### src/rtl/serial_subtractor_pkg.sv
// Shared types for the bit-serial subtractor: FSM states and mode encodings.
package sub_pkg;

  typedef enum logic [1:0] {
    IDLE = 2'd0,
    ADD  = 2'd1,
    WRAP = 2'd2,
    DONE = 2'd3
  } state_t;

  localparam logic MODE_TWOS = 1'b0;
  localparam logic MODE_ONES = 1'b1;

endpackage

### src/rtl/serial_subtractor_cell.sv
// One-bit full adder; the only arithmetic in the serial subtractor.
module serial_sub_cell (
  input  logic x,
  input  logic y,
  input  logic cin,
  output logic s,
  output logic cout
);

  assign s    = x ^ y ^ cin;
  assign cout = (x & y) | (cin & (x ^ y));

endmodule

### src/rtl/serial_subtractor.sv
// Bit-serial A - B (two's or ones' complement) computed as A + ~B, LSB first,
// with an optional end-around-carry pass and registered status flags.
module serial_subtractor
  import sub_pkg::*;
#(
  parameter int WIDTH = 8
) (
  input  logic             clk,
  input  logic             reset,
  input  logic             start,
  input  logic             mode,
  input  logic [WIDTH-1:0] a,
  input  logic [WIDTH-1:0] b,
  output logic             busy,
  output logic             done,
  output logic [WIDTH-1:0] diff,
  output logic             borrow,
  output logic             overflow,
  output logic             zero
);

  localparam int CW = $clog2(WIDTH);
  localparam logic [CW-1:0] LAST = CW'(WIDTH - 1);

  state_t           state;
  logic [CW-1:0]    cnt;
  logic [WIDTH-1:0] opa;
  logic [WIDTH-1:0] opb;
  logic             mode_r;
  logic             carry;
  logic             add_cout;
  logic             a_msb;
  logic             b_msb;

  logic             cell_x;
  logic             cell_y;
  logic             cell_s;
  logic             cell_cout;
  logic [WIDTH-1:0] next_diff;
  logic             next_zero;
  logic             next_ovf;

  serial_sub_cell u_cell (
    .x    (cell_x),
    .y    (cell_y),
    .cin  (carry),
    .s    (cell_s),
    .cout (cell_cout)
  );

  // WRAP rotates the partial result through the cell with the operand side held at 0
  always_comb begin
    cell_x = 1'b0;
    cell_y = 1'b0;
    if (state == ADD) begin
      cell_x = opa[0];
      cell_y = opb[0];
    end else if (state == WRAP) begin
      cell_x = diff[0];
    end
  end

  // Flags are computed from the value diff takes at the edge that enters DONE
  assign next_diff = {cell_s, diff[WIDTH-1:1]};
  assign next_zero = (next_diff == '0) ||
                     ((mode_r == MODE_ONES) && (next_diff == '1));
  assign next_ovf  = (a_msb != b_msb) && (next_diff[WIDTH-1] != a_msb);

  always_ff @(posedge clk or posedge reset) begin
    if (reset) begin
      state    <= IDLE;
      busy     <= 1'b0;
      done     <= 1'b0;
      diff     <= '0;
      borrow   <= 1'b0;
      overflow <= 1'b0;
      zero     <= 1'b0;
      cnt      <= '0;
      carry    <= 1'b0;
      opa      <= '0;
      opb      <= '0;
      mode_r   <= MODE_TWOS;
      add_cout <= 1'b0;
      a_msb    <= 1'b0;
      b_msb    <= 1'b0;
    end else begin
      case (state)
        IDLE: begin
          done <= 1'b0;
          if (start) begin
            opa      <= a;
            opb      <= ~b;
            mode_r   <= mode;
            carry    <= (mode == MODE_TWOS);
            cnt      <= '0;
            a_msb    <= a[WIDTH-1];
            b_msb    <= b[WIDTH-1];
            borrow   <= 1'b0;
            overflow <= 1'b0;
            zero     <= 1'b0;
            busy     <= 1'b1;
            state    <= ADD;
          end
        end

        ADD: begin
          diff  <= next_diff;
          opa   <= opa >> 1;
          opb   <= opb >> 1;
          carry <= cell_cout;
          cnt   <= cnt + CW'(1);
          if (cnt == LAST) begin
            add_cout <= cell_cout;
            cnt      <= '0;
            // Ones' complement with a carry out needs the end-around +1
            if ((mode_r == MODE_ONES) && cell_cout) begin
              carry <= 1'b1;
              state <= WRAP;
            end else begin
              borrow   <= ~cell_cout;
              overflow <= next_ovf;
              zero     <= next_zero;
              state    <= DONE;
            end
          end
        end

        WRAP: begin
          diff  <= next_diff;
          carry <= cell_cout;
          cnt   <= cnt + CW'(1);
          if (cnt == LAST) begin
            cnt      <= '0;
            borrow   <= ~add_cout;
            overflow <= next_ovf;
            zero     <= next_zero;
            state    <= DONE;
          end
        end

        DONE: begin
          busy  <= 1'b0;
          done  <= 1'b1;
          state <= IDLE;
        end

        default: begin
          state <= IDLE;
        end
      endcase
    end
  end

endmodule

### config.mk
export PLATFORM = sky130hd
export DESIGN_NAME = serial_subtractor
export DESIGN_NICKNAME = d
export VERILOG_FILES = /design/src/rtl/serial_subtractor_pkg.sv /design/src/rtl/serial_subtractor_cell.sv /design/src/rtl/serial_subtractor.sv
export SDC_FILE = /design/constraint.sdc
export NUM_CORES = 1
export LEC_CHECK = 0
export BUFFER_PORTS_ARGS = -buffer_cell sky130_fd_sc_hd__buf_2
export CORE_MARGIN = 2
export CORE_UTILIZATION = 59
export CTS_CLUSTER_DIAMETER = 50
export CTS_CLUSTER_SIZE = 24
export DETAILED_ROUTE_END_ITERATION = 6
export PLACE_DENSITY = 0.9
export SLEW_MARGIN = 10
export SYNTH_ARGS = -nofsm -noshare
export SYNTH_HDL_FRONTEND = slang
export SYNTH_HIERARCHICAL = 1
export SYNTH_SLANG_ARGS = --single-unit
### constraint.sdc
create_clock -name clk -period 5 [get_ports clk]
set_input_delay 0.5 -clock clk [delete_from_list [all_inputs] [get_ports clk]]
set_output_delay 0.5 -clock clk [all_outputs]
set_load 0.02 [all_outputs]
# Yosys cells after proc, flatten, opt, wreduce, memory -nomap -nowiden
# Index checks and enable logic that the tools add are counted.
# Widths: inputs -> output; s select.
# op_classes
n_addsub	1
multipliers	0
n_div	0
n_lt_le_gt_ge	0
eq_ne	11
shift	0
n_mux	35
n_bitwise	9
n_reduce_logical	19
# op_table
operator	count
$pmux 8 s2	2
$mux 1	18
$mux 8	2
$pmux 1 s3	4
$reduce_and 2->1	6
$eq 8x8->1 const B	1
$logic_not 8->1	1
$not 8->8	1
$pmux 2 s4	1
$mux 2	3
$mux 3	2
$pmux 3 s2	1
$reduce_bool 2->1	3
$reduce_and 5->1	1
$eq 2x2->1 const B	2
$ne 2x1->1 const B	2
$ne 2x2->1 const B	2
$pmux 1 s2	2
$add 3x1->3 const B	1
$eq 3x3->1 const B	1
$logic_and 1x1->1	3
$not 1->1	3
$reduce_and 3->1	1
$reduce_bool 3->1	1
8 further kinds	11
# totals
register_bits	39
latchBits	0
mem_bits_rw	0
mem_bits_ro	0
input_bits	20
out_inout_bits	13
elab_cells	90
mem_count	0

# Longest topological paths before layout
# depth
ltp_word	11
ltp_mapped	11

# Cells and area by module
# Netlist, hierarchy kept.
# by_module_without_submodules
mod	n_inst	cells_each	area_each_um2	seq_area_each_um2
serial_subtractor	1	183	1911.8	975.9
serial_sub_cell	1	1	20.0	0.0

# Worst setup path before layout
# No wires, ideal clock.
# synth_path
path_type	reg2reg
startpoint	reg state[1]
endpoint	reg overflow
arrival_ns	2.257
slack_ns	2.661
stages_incl_launch_ff	11
path_buffers	2
period_less_slack_ns	2.339
cell_sequence	dfrtp_1 > inv_1 > ha_1 > buf_6 > clkbuf_1 > o21ai_0 > fa_1 > and3_1 > nor4_4 > o211ai_1 > o21ai_0
# synth_lines
element	line_no	rtl
start: declaration	serial_subtractor.sv:25	state_t state;
start signal: assignment	serial_subtractor.sv:71	state <= IDLE;
start signal: assignment	serial_subtractor.sv:102	state <= ADD;
start signal: assignment	serial_subtractor.sv:118	state <= WRAP;
$eq 2x2->1	serial_subtractor.sv:58	end else if (state == WRAP) begin
$mux 1	serial_subtractor.sv:58	
$mux 1 (*)	serial_subtractor.sv:55	if (state == ADD) begin
named net cell_x	serial_subtractor.sv:35	logic cell_x;
$xor 1x1->1	serial_subtractor_cell.sv:11	assign cout = (x & y) | (cin & (x ^ y));
$and 1x1->1	serial_subtractor_cell.sv:11	
$or 1x1->1 (*)	serial_subtractor_cell.sv:11	
named net cell_cout	serial_subtractor.sv:38	logic cell_cout;
$logic_and 1x1->1 (*)	serial_subtractor.sv:116	if ((mode_r == MODE_ONES) && cell_cout) begin
$ne 2x2->1 (no source line) (*)	-	
$reduce_and 5->1 (no source line) (*)	-	
end signal: assignment	serial_subtractor.sv:121	overflow <= next_ovf;
end signal: assignment	serial_subtractor.sv:135	overflow <= next_ovf;
end: declaration	serial_subtractor.sv:18	output logic overflow,
# The timed path passes the listed nets; every way through them passes the cells marked *. The select of a mux whose other input is x is not followed.
# A chain may end at the register's enable or synchronous reset.

# Final worst setup path
# layout_path
startpoint	reg state[1]
endpoint	reg zero
# layout_lines
element	line_no	rtl
$eq 2x2->1	serial_subtractor.sv:58	
$mux 1	serial_subtractor.sv:58	
$mux 1 (*)	serial_subtractor.sv:55	
named net cell_x	serial_subtractor.sv:35	
$xor 1x1->1	serial_subtractor_cell.sv:11	
$and 1x1->1	serial_subtractor_cell.sv:11	
$or 1x1->1 (*)	serial_subtractor_cell.sv:11	
named net cell_cout	serial_subtractor.sv:38	
$logic_and 1x1->1 (*)	serial_subtractor.sv:116	
$ne 2x2->1 (no source line) (*)	-	
$reduce_and 5->1 (no source line) (*)	-	
end signal: assignment	serial_subtractor.sv:122	zero <= next_zero;
end signal: assignment	serial_subtractor.sv:136	zero <= next_zero;
end: declaration	serial_subtractor.sv:19	output logic zero
# Marked as above.

==> summary.md <==
| Metric | Value |
|---|---|
| Outcome | `finished clean` |
| Setup Fix Bufs, Post-CTS | `0` |
| Die height | `61.22 um` |
| Endpoints failing hold | `0` |
| Synth Instances | `184` |
| Sw frac | `43.71%` |
| Routed len/inst | `13.20 um` |
| Pre-antenna DRT Iters | `4` |
| Final WL | `3446 um` |
| Synth warn | `6` |
| Switching power | `0.0006686 W` |
| Layout cell share with drive strength beyond 1 | `27.19%` |
| CTS root buf | `clkbuf_4` |
| Initial antenna violation count | `0` |
| Die ar. | `0.003748 mm2` |
| EDFF count, synth | `0` |
| Die W | `61.22 um` |
| Remaining DRCs | `0` |
| Synth top area share | `50.52%` |
| Count of cell types in the netlist | `35` |
| RePlAce Congestion | `0.7786` |
| CORE AREA | `0.003078 mm2` |
| N_diodes | `0` |
| Max_slew headroom | `28.46%` |
| CTS Buf Count | `5` |
| Number of global-route vias before repair | `1284` |
| Clock power frac | `10.5%` |
| CP endpoint kind | `register` |
| I/O pins | `33` |
| Synth area leader | `dfrtp_1` |
| Vias per cell | `5.364` |
| RSZ-0062 raised after global routing | `false` |
| Grt ovf | `0` |
| Synth Net Count | `213` |
| Worst slack at placement | `1.993 ns` |
| GRT Resource Usage Total | `21.45%` |
| I/O Buffers | `32` |
| Most common cell in the netlist | `dfrtp_1` |
| Area growth syn-to-layout | `11.53%` |
| Pin count of the biggest net entering global routing | `40` |
| CTS clk-pin slew, worst paths | `0.12 ns` |
| Via Count | `1400` |
| Combinational share of power | `51.5%` |
| Max Cap Viol | `0` |
| Fillers | `237` |
| FF-to-FF setup slack | `1.98 ns` |
| Max VDD drop | `0.3951 mV` |
| Post-route setup slack | `1.983 ns` |
| CP max FO | `28` |
| Arrival time at the worst endpoint | `3.31 ns` |
| Hold_buf cts | `0` |
| Clk_lat worst skew | `0.37 ns` |
| Power Dens Cells | `710.0 mW/mm2` |
| Setup CP Type | `register to register` |
| Fmax | `331.5 MHz` |
| Top_reg_cell synth | `dfrtp_1` |
| Yosys reg bits | `39` |
| FFs w/ async S/R, synth | `100.0%` |
| Fin crit period | `3.017 ns` |
| Least-Margin Pin Slew | `1.073 ns` |
| Slew Limit Fails | `0` |
| Final ANT Viol Nets | `0` |
| CP startpoint kind | `register` |
| Clk buf depth | `2` |
| Leakage power | `1.015 nW` |
| Setup violators final | `0` |
| Sequential power share | `38.0%` |
| CTS tree | `done` |
| Rows | `20` |
| Nets | `245` |
| Post-cts gate resize count | `0` |
| Initial core utilization | `62.76%` |
| Worst Path Required | `5.29 ns` |
| HPWL after DPL | `2504 um` |
| Ranking of synthesized cells by area | `dfrtp_1 51%, mux2_2 7.6%, ha_1 5.2%` |
| Int Power | `0.0008611 W` |
| H-Tree Depth | `2` |
| Most frequent cells after synthesis | `39 x dfrtp_1, 22 x nand2_1, 17 x nor2_1, 15 x a21oi_1` |
| Post-synthesis sequential area ratio | `50.52%` |
| Setup TNS | `0 ns` |
| Iter 0 DRT Violations | `71` |
| CTS sink cnt | `39` |
| Synth Cell Area | `0.001932 mm2` |
| Avg Inst Size Synth | `10.50 um2` |
| Final worst path period share | `60.33%` |
| First-pass GRT wire length | `5713 um` |
| Min-delay worst type | `input port to async pin` |
| Clock Skew | `0.01603 ns` |
[power groups by stage]
stage          combinational (W)  clock (W)  sequential [W]
2_1_floorplan           0.000621          0        0.000613
3_3_place_gp            0.000763          0        0.000579
3_5_place_dp            0.000796          0        0.000586
4_1_cts                 0.000798   0.000168        0.000579
5_1_grt                 0.000886   0.000177        0.000602
6_report                0.000787   0.000161        0.000582
[layout make-up]
type	instances	area (um2)	area share [%]
clock buffer	5	37.54	1.742
clock inverter	3	20.02	0.9292
inverter	9	33.78	1.568
multi-input combinational	128	864.6	40.13
sequential	39	975.9	45.30
tap	44	55.05	2.555
timing repair buffer	33	167.7	7.782
[path summary, 6_finish.rpt]
kind,start,endpoint,depth (start not counted)
worst max-delay path,state[1],zero,8
worst min-delay path,reset,overflow,3
worst max register to register,state[1],zero,8
worst min register to register,opa[1],opa[1],2
max in group asynchronous,reset,diff[5],3
min in group clk,b[7],opb[7],2
[kinds of logic after synthesis]
family                     Yosys count  share of synthesized area [%]
and+or+nand+nor                     57                          14.25
AOI/OAI and AO/OA                   41                          12.56
DFF                                 39                          50.52
muxes                               21                          11.72
buffers and inverters               17                          4.728
adders and majority gates            9                          6.218
[placed cells by master, fill, tap and decap left out, types with 2 or more instances in the layout]
| cell type | n |
|---|---|
| dfrtp_1 | 39 |
| buf_2 | 32 |
| nand2_1 | 22 |
| nor2_1 | 17 |
| a21oi_1 | 15 |
| mux2_2 | 13 |
| o21ai_0 | 13 |
| inv_1 | 9 |
| mux2i_1 | 8 |
| ha_1 | 8 |
| clkbuf_4 | 5 |
| nand3_1 | 4 |
| o211ai_1 | 3 |
| or2_1 | 2 |
| o31ai_1 | 2 |
| nor4_1 | 2 |
| o22ai_1 | 2 |
| clkinvlp_4 | 2 |
[metrics by stage]
stage | hold slack [ns] | util [%] | instance area, um2 | cells | power (W)
after detailed placement | 0.4684 | 68.13 | 2097 | 253 | 0.001383
after global placement | 0.4569 | 68.13 | 2097 | 253 | 0.001342
final | 0.2234 | 70.00 | 2155 | 261 | 0.001530
after CTS | 0.2248 | 70.00 | 2155 | 261 | 0.001545
after floorplan | 0.4428 | - | 1932 | 184 | 0.001233
after global routing | 0.2687 | 70.00 | 2155 | 261 | 0.001665
[critical path: stages (launching register included)]
cell and delay, ns:
dfrtp_1 0.43, inv_1 0.13, ha_1 0.88, o21ai_0 0.30, fa_1 0.51, and3_1 0.20, nor4_4 0.26, nand2_1 0.09
o22ai_1 0.14
[sequential cells by signal (all words and copies together), names as in the netlist]
name      cells
overflow      1
b_msb         1
done          1
opb           8
carry         1
opa           8
state         2
add_cout      1
a_msb         1
busy          1
diff          8
cnt           3
zero          1
borrow        1
mode_r        1
[per-layer routing]
metal,up-vias,track usage [%],routed length (um)
met5,-,0,0
met3,4,6.303,125
met1,667,27.95,1614
met2,26,34.19,1655
li1,703,-,-
met4,0,8.075,50
Power figures use the tool's default switching activity.
